<file path="src/rtl/rf_pkg.sv">
// Shared types and constants for the register-file write-port arbiter.
package rf_pkg;

    localparam int unsigned DATA_W = 8;
    localparam int unsigned ADDR_W = 3;
    localparam int unsigned NREG   = 2 ** ADDR_W;

    typedef struct packed {
        logic [ADDR_W-1:0] addr;
        logic [DATA_W-1:0] data;
    } wr_req_t;

    typedef enum logic {
        SRC_A = 1'b0,
        SRC_B = 1'b1
    } src_t;

    // The source that is not s; used for round-robin pointer and age updates.
    function automatic src_t other_src(input src_t s);
        return (s == SRC_A) ? SRC_B : SRC_A;
    endfunction

endpackage

</file>
<file path="src/rtl/wr_hold_buf.sv">
// One-entry write holding buffer: captures a request on load, drops it on clear.
module wr_hold_buf
    import rf_pkg::*;
(
    input  logic    CLK,
    input  logic    RESET,
    input  logic    load_i,
    input  logic    clear_i,
    input  wr_req_t req_i,
    output logic    valid_o,
    output wr_req_t req_o
);

    logic    valid_q, valid_d;
    wr_req_t req_q, req_d;

    // Load and clear never coincide: load only happens while empty, clear only while full.
    always_comb begin
        valid_d = valid_q;
        req_d   = req_q;
        if (load_i) begin
            valid_d = 1'b1;
            req_d   = req_i;
        end else if (clear_i) begin
            valid_d = 1'b0;
        end
    end

    // Buffer state; synchronous reset drops any held request.
    always_ff @(posedge CLK) begin
        if (RESET) begin
            valid_q <= 1'b0;
            req_q   <= '0;
        end else begin
            valid_q <= valid_d;
            req_q   <= req_d;
        end
    end

    assign valid_o = valid_q;
    assign req_o   = req_q;

endmodule

</file>
<file path="src/rtl/regfile_write_arbiter.sv">
// Shares the register file write port between two buffered writeback sources (A and B),
// using round-robin arbitration with same-address write ordering, and exports a busy mask.
module regfile_write_arbiter
    import rf_pkg::*;
(
    input  logic              CLK,
    input  logic              RESET,
    input  logic              A_VALID,
    output logic              A_READY,
    input  logic [ADDR_W-1:0] A_ADDR,
    input  logic [DATA_W-1:0] A_DATA,
    input  logic              B_VALID,
    output logic              B_READY,
    input  logic [ADDR_W-1:0] B_ADDR,
    input  logic [DATA_W-1:0] B_DATA,
    output logic              RF_WRITEENABLE,
    output logic [ADDR_W-1:0] RF_WRITEREG,
    output logic [DATA_W-1:0] RF_WRITEDATA,
    output logic              RF_GRANT_B,
    output logic [NREG-1:0]   PENDING
);

    wr_req_t a_in, b_in, a_req, b_req, gnt_req;
    logic    a_valid, b_valid, a_load, b_load, a_clear, b_clear, any_valid;
    src_t    grant;

    src_t              rr_q, rr_d;
    src_t              age_q, age_d;
    logic              rf_we_q, rf_we_d;
    logic [ADDR_W-1:0] rf_reg_q, rf_reg_d;
    logic [DATA_W-1:0] rf_data_q, rf_data_d;
    src_t              rf_src_q, rf_src_d;

    assign a_in = '{addr: A_ADDR, data: A_DATA};
    assign b_in = '{addr: B_ADDR, data: B_DATA};

    // READY is purely the registered empty state of each buffer.
    assign A_READY = ~a_valid;
    assign B_READY = ~b_valid;
    assign a_load  = A_VALID & ~a_valid;
    assign b_load  = B_VALID & ~b_valid;

    wr_hold_buf u_buf_a (
        .CLK     (CLK),
        .RESET   (RESET),
        .load_i  (a_load),
        .clear_i (a_clear),
        .req_i   (a_in),
        .valid_o (a_valid),
        .req_o   (a_req)
    );

    wr_hold_buf u_buf_b (
        .CLK     (CLK),
        .RESET   (RESET),
        .load_i  (b_load),
        .clear_i (b_clear),
        .req_i   (b_in),
        .valid_o (b_valid),
        .req_o   (b_req)
    );

    // Grant selection: same-address conflicts go to the older entry, otherwise round-robin.
    always_comb begin
        any_valid = a_valid | b_valid;
        grant     = SRC_A;
        if (a_valid && b_valid) begin
            grant = (a_req.addr == b_req.addr) ? age_q : rr_q;
        end else if (b_valid) begin
            grant = SRC_B;
        end
        a_clear = any_valid && (grant == SRC_A);
        b_clear = any_valid && (grant == SRC_B);
        gnt_req = (grant == SRC_B) ? b_req : a_req;
    end

    // Next state for the pointer, age bit and write-port registers.
    always_comb begin
        logic a_next, b_next;
        rr_d      = rr_q;
        age_d     = age_q;
        rf_we_d   = 1'b0;
        rf_reg_d  = rf_reg_q;
        rf_data_d = rf_data_q;
        rf_src_d  = rf_src_q;

        if (any_valid) begin
            rr_d      = other_src(grant);
            rf_we_d   = 1'b1;
            rf_reg_d  = gnt_req.addr;
            rf_data_d = gnt_req.data;
            rf_src_d  = grant;
        end

        // Occupancy after this edge decides who is older.
        a_next = a_load | (a_valid & ~a_clear);
        b_next = b_load | (b_valid & ~b_clear);
        if (a_next && b_next) begin
            if (a_load && b_load) begin
                age_d = SRC_A;
            end else if (a_load) begin
                age_d = SRC_B;
            end else if (b_load) begin
                age_d = SRC_A;
            end
        end else if (b_next) begin
            age_d = SRC_B;
        end else begin
            age_d = SRC_A;
        end
    end

    // Arbiter state and registered write-port outputs.
    always_ff @(posedge CLK) begin
        if (RESET) begin
            rr_q      <= SRC_A;
            age_q     <= SRC_A;
            rf_we_q   <= 1'b0;
            rf_reg_q  <= '0;
            rf_data_q <= '0;
            rf_src_q  <= SRC_A;
        end else begin
            rr_q      <= rr_d;
            age_q     <= age_d;
            rf_we_q   <= rf_we_d;
            rf_reg_q  <= rf_reg_d;
            rf_data_q <= rf_data_d;
            rf_src_q  <= rf_src_d;
        end
    end

    // Masking with RESET stops an in-flight write from committing at the reset edge.
    assign RF_WRITEENABLE = rf_we_q & ~RESET;
    assign RF_WRITEREG    = rf_reg_q;
    assign RF_WRITEDATA   = rf_data_q;
    assign RF_GRANT_B     = (rf_src_q == SRC_B);

    // Busy mask: anything buffered or currently on the write port.
    always_comb begin
        PENDING = '0;
        if (a_valid) PENDING[a_req.addr] = 1'b1;
        if (b_valid) PENDING[b_req.addr] = 1'b1;
        if (RF_WRITEENABLE) PENDING[RF_WRITEREG] = 1'b1;
    end

endmodule

</file>
<file path="config.mk">
export PLATFORM = sky130hd
export DESIGN_NAME = regfile_write_arbiter
export DESIGN_NICKNAME = d
export VERILOG_FILES = /design/src/rtl/rf_pkg.sv /design/src/rtl/wr_hold_buf.sv /design/src/rtl/regfile_write_arbiter.sv
export SDC_FILE = /design/constraint.sdc
export NUM_CORES = 1
export LEC_CHECK = 0
export CORE_ASPECT_RATIO = 1.4
export CORE_MARGIN = 4
export CORE_UTILIZATION = 45
export DETAILED_ROUTE_END_ITERATION = 16
export MAX_ROUTING_LAYER = met4
export PLACE_DENSITY = 0.74
export SETUP_SLACK_MARGIN = 0.1
export SLEW_MARGIN = 25
export SYNTH_ARGS = -nofsm -noshare
export SYNTH_HDL_FRONTEND = slang
export SYNTH_SLANG_ARGS = --single-unit
</file>
<file path="constraint.sdc">
create_clock -name CLK -period 2.35 [get_ports CLK]
set_clock_uncertainty 0.2 [all_clocks]
set_input_delay 0.235 -clock CLK [delete_from_list [all_inputs] [get_ports CLK]]
set_output_delay 0.235 -clock CLK [all_outputs]
set_load 0.05 [all_outputs]
</file>
==> flow_summary.json <==
{
  "tritoncts": "built",
  "seq_area_um2": 780.7,
  "core_area_um2": 4204,
  "die_h_um": 86,
  "max_stage_delay_ns": 0.84,
  "worstRegToRegCells": 4,
  "antenna_found_initial": 0,
  "vias_per_cell": 5.720,
  "synth_area_leaders": "dfxtp_1 40%, nand2_1 11%, a21oi_1 6.7%, a41oi_2 5.8%, o31ai_1 3.8%",
  "design_area_um2": 2683,
  "hold-path-cell-count": 2,
  "cts_made_buffers": 5,
  "drv_slew": 0,
  "synth-edff-count": 0,
  "layout-drive-gt1-share_pct": 14.44,
  "arrival_ns": 1.72,
  "die_w_um": 63.72,
  "clock-sinks": 39,
  "reg2reg_slack_ns": 0.26,
  "tightestPinTransition_ns": 0.5089,
  "num_rows": 28,
  "synth_cells": 237,
  "overflow": 0,
  "synthToLayoutAreaGrowth_pct": 37.17,
  "p_leak_nw": 0.9648,
  "ios": 49,
  "dr.pass1.iters": 4,
  "yosysTopAreaCell": "dfxtp_1",
  "drt_iter0_markers": 118,
  "p_per_area_nw_per_um2": 668.7,
  "portBuffers": 48,
  "finalHoldViolCount": 0,
  "drtAntennaViolNets": 0,
  "initial_core_util_pct": 46.52,
  "min_period_ns": 2.159,
  "yosysTopAreaCellShare_pct": 39.92,
  "cp_max_fo": 9,
  "cap_violations": 0,
  "yosys_register_bits": 39,
  "nFillCells": 376,
  "ys_async_sr_fraction_pct": 0,
  "startpoint_type": "flop",
  "dpl_cell_area_um2": 2560,
  "grt_pass1_vias": 1818,
  "crit_required_ns": 1.91,
  "clkTransAtPathRegs_ns": 0.08,
  "synthFlopType": "dfxtp_1",
  "routed_wl_mm": 5.204,
  "min_to": "RF_GRANT_B",
  "setup_viol": 0,
  "ctsHoldBuffers": 0,
  "clock-root-buffer": "clkbuf_8",
  "synth_nets": 263,
  "dieArea_um2": 5479,
  "hold_path.startpoint": "RF_GRANT_B",
  "multi_input_area_um2": 1075,
  "hpwl_mm": 3.786,
  "timing.rr.start": "u_buf_a.req_o[10]",
  "outcome": "finished clean",
  "yosysUniqueCellTypes": 36,
  "gp_congestion": 0.8131,
  "rsz0062_at_grt": "no",
  "fmax_mhz": 463.3,
  "vias": 1882,
  "slew_headroom_pct": 65.96,
  "peakVddDrop_mv": 0.5125,
  "layout.nets": 310,
  "wire_per_inst_um": 15.82,
  "drcViolationCount": 0,
  "post-route-util_pct": 63.81,
  "grt_pass1_wl_mm": 8.438,
  "globalRouteTotalUtil_pct": 20.37,
  "syn_avg_cell_area_um2": 8.252,
  "path_cells": "inv_1, clkdlybuf4s50_1",
  "r2r_end": "RF_WRITEDATA[1]",
  "fin_crit_sh_pct": 91.86,
  "setup.worst_path.class": "flop to output port",
  "grt_max_degree": 40,
  "diodes": 0,
  "end_kind": "output port",
  "yosysWarningCount": 0,
  "slowest_stage": "clkdlybuf4s50_1",
  "clkLatencyLatePin_ns": 0.29,
  "seq_area_frac_synth_pct": 39.92,
  "clockBufferDepth": 2,
  "netlist_area_um2": 1956,
  "hold_path_class": "flop to flop",
  "htreeDepth": 2
}
[synthesized netlist by cell type (2+ instances only)]
library cell	number
dfxtp_1	39
inv_1	3
nand2_1	58
clkbuf_1	9
a211oi_1	9
nor3_1	3
nand2b_1	7
nor2_1	13
o221ai_1	6
o311ai_1	2
nor2b_1	7
nand4_1	2
a21o_1	3
buf_2	5
a41oi_2	7
a21oi_1	26
buf_4	2
o32ai_1	2
buf_6	2
xor2_2	3
nand3_1	3
o31ai_1	10
a311oi_1	2
and2_1	2
[how the worst max path moves through the flow]
stage / start / to / slack (ns) / cells past startpoint
after global placement: u_buf_a.req_o[10] / RF_WRITEREG[0] / 0.06 / 4
after CTS: u_buf_b.valid_o / B_READY / 0.21 / 2
final: u_buf_b.valid_o / B_READY / 0.19 / 2
after detailed placement: u_buf_a.req_o[10] / RF_WRITEREG[0] / -0.02 / 4
after floorplan: rf_we_q / PENDING[6] / 0.36 / 4
after global routing: u_buf_b.valid_o / B_READY / 0.12 / 2
[per-stage QoR]
stage	instances	worst slack (ns)	total power [mW]	setup TNS [ns]	hold slack (ns)
6_report	329	0.1914	1.794	0	0.2602
2_1_floorplan	237	0.3608	1.074	0	0.1710
3_5_place_dp	321	-0.01900	1.253	-0.01900	0.2551
4_1_cts	328	0.2058	1.799	0	0.2662
5_1_grt	329	0.1177	1.873	0	0.2873
3_3_place_gp	321	0.06071	1.247	0	0.2495
[logic make-up (layout without fill, tap and decap cells)]
family	after synthesis	count (layout)	synth area share [%]
flip-flops	39	39	39.92
AO/OA/AOI/OAI	74	74	28.98
XOR/XNOR	3	3	2.495
buffers and inverters	22	69	5.693
AND/OR/NAND/NOR	99	99	22.90
[critical path, delay by kind of cell (launching register included)]
family	cells	cell delay [ns]
flip-flops	1	0.39
buffers and inverters	2	1.03
[power breakdown]
part           switching [mW]  internal [mW]
logic                   0.292          0.195
registers              0.0466          0.712
clock network           0.238          0.310
total                   0.576           1.22
[final cells by class]
cell class	count	share of cell area (%)
Tap cell	45	2.099
Sequential cell	39	29.10
Timing Repair Buffer	59	24.35
Clock inverter	2	1.399
Multi-Input combinational cell	176	40.07
Inverter	3	0.4198
Clock buffer	5	2.565
[flip-flops by register name, summed over array words and instances (netlist names)]
name             count
u_buf_a.req_o       11
u_buf_b.req_o       11
RF_WRITEDATA         8
RF_WRITEREG          3
RF_GRANT_B           1
age_q                1
rf_we_q              1
rr_q                 1
u_buf_a.valid_o      1
u_buf_b.valid_o      1
[metal layers]
metal  up-vias  GRT usage [%]  routed length (um)
met4         0          12.38                 219
li1        939              -                   -
met3        14          3.801                 188
met2        53          34.32                2735
met1       876          22.01                2060
met5         -              -                   0
[timing repair]
item / in CTS / in global routing
buffers inserted: 0 / 1
setup endpoints to repair: 14 / 6
pin swaps: 0 / 1
hold endpoints to repair: 0 / 0
cloned: 0 / 0
resized for setup: 1 / 0
[cell usage in the layout (no fill, tap or decap), drive strengths merged, types with 7 or more instances in the layout]
| cell | n |
|---|---|
| nand2 | 58 |
| nand2b | 7 |
| o31ai | 10 |
| nor2b | 7 |
| buf | 20 |
| a21oi | 26 |
| a211oi | 9 |
| a41oi | 8 |
| dfxtp | 39 |
| clkdlybuf4s50 | 39 |
| nor2 | 13 |
No activity file was read; power rests on OpenSTA's default activity.
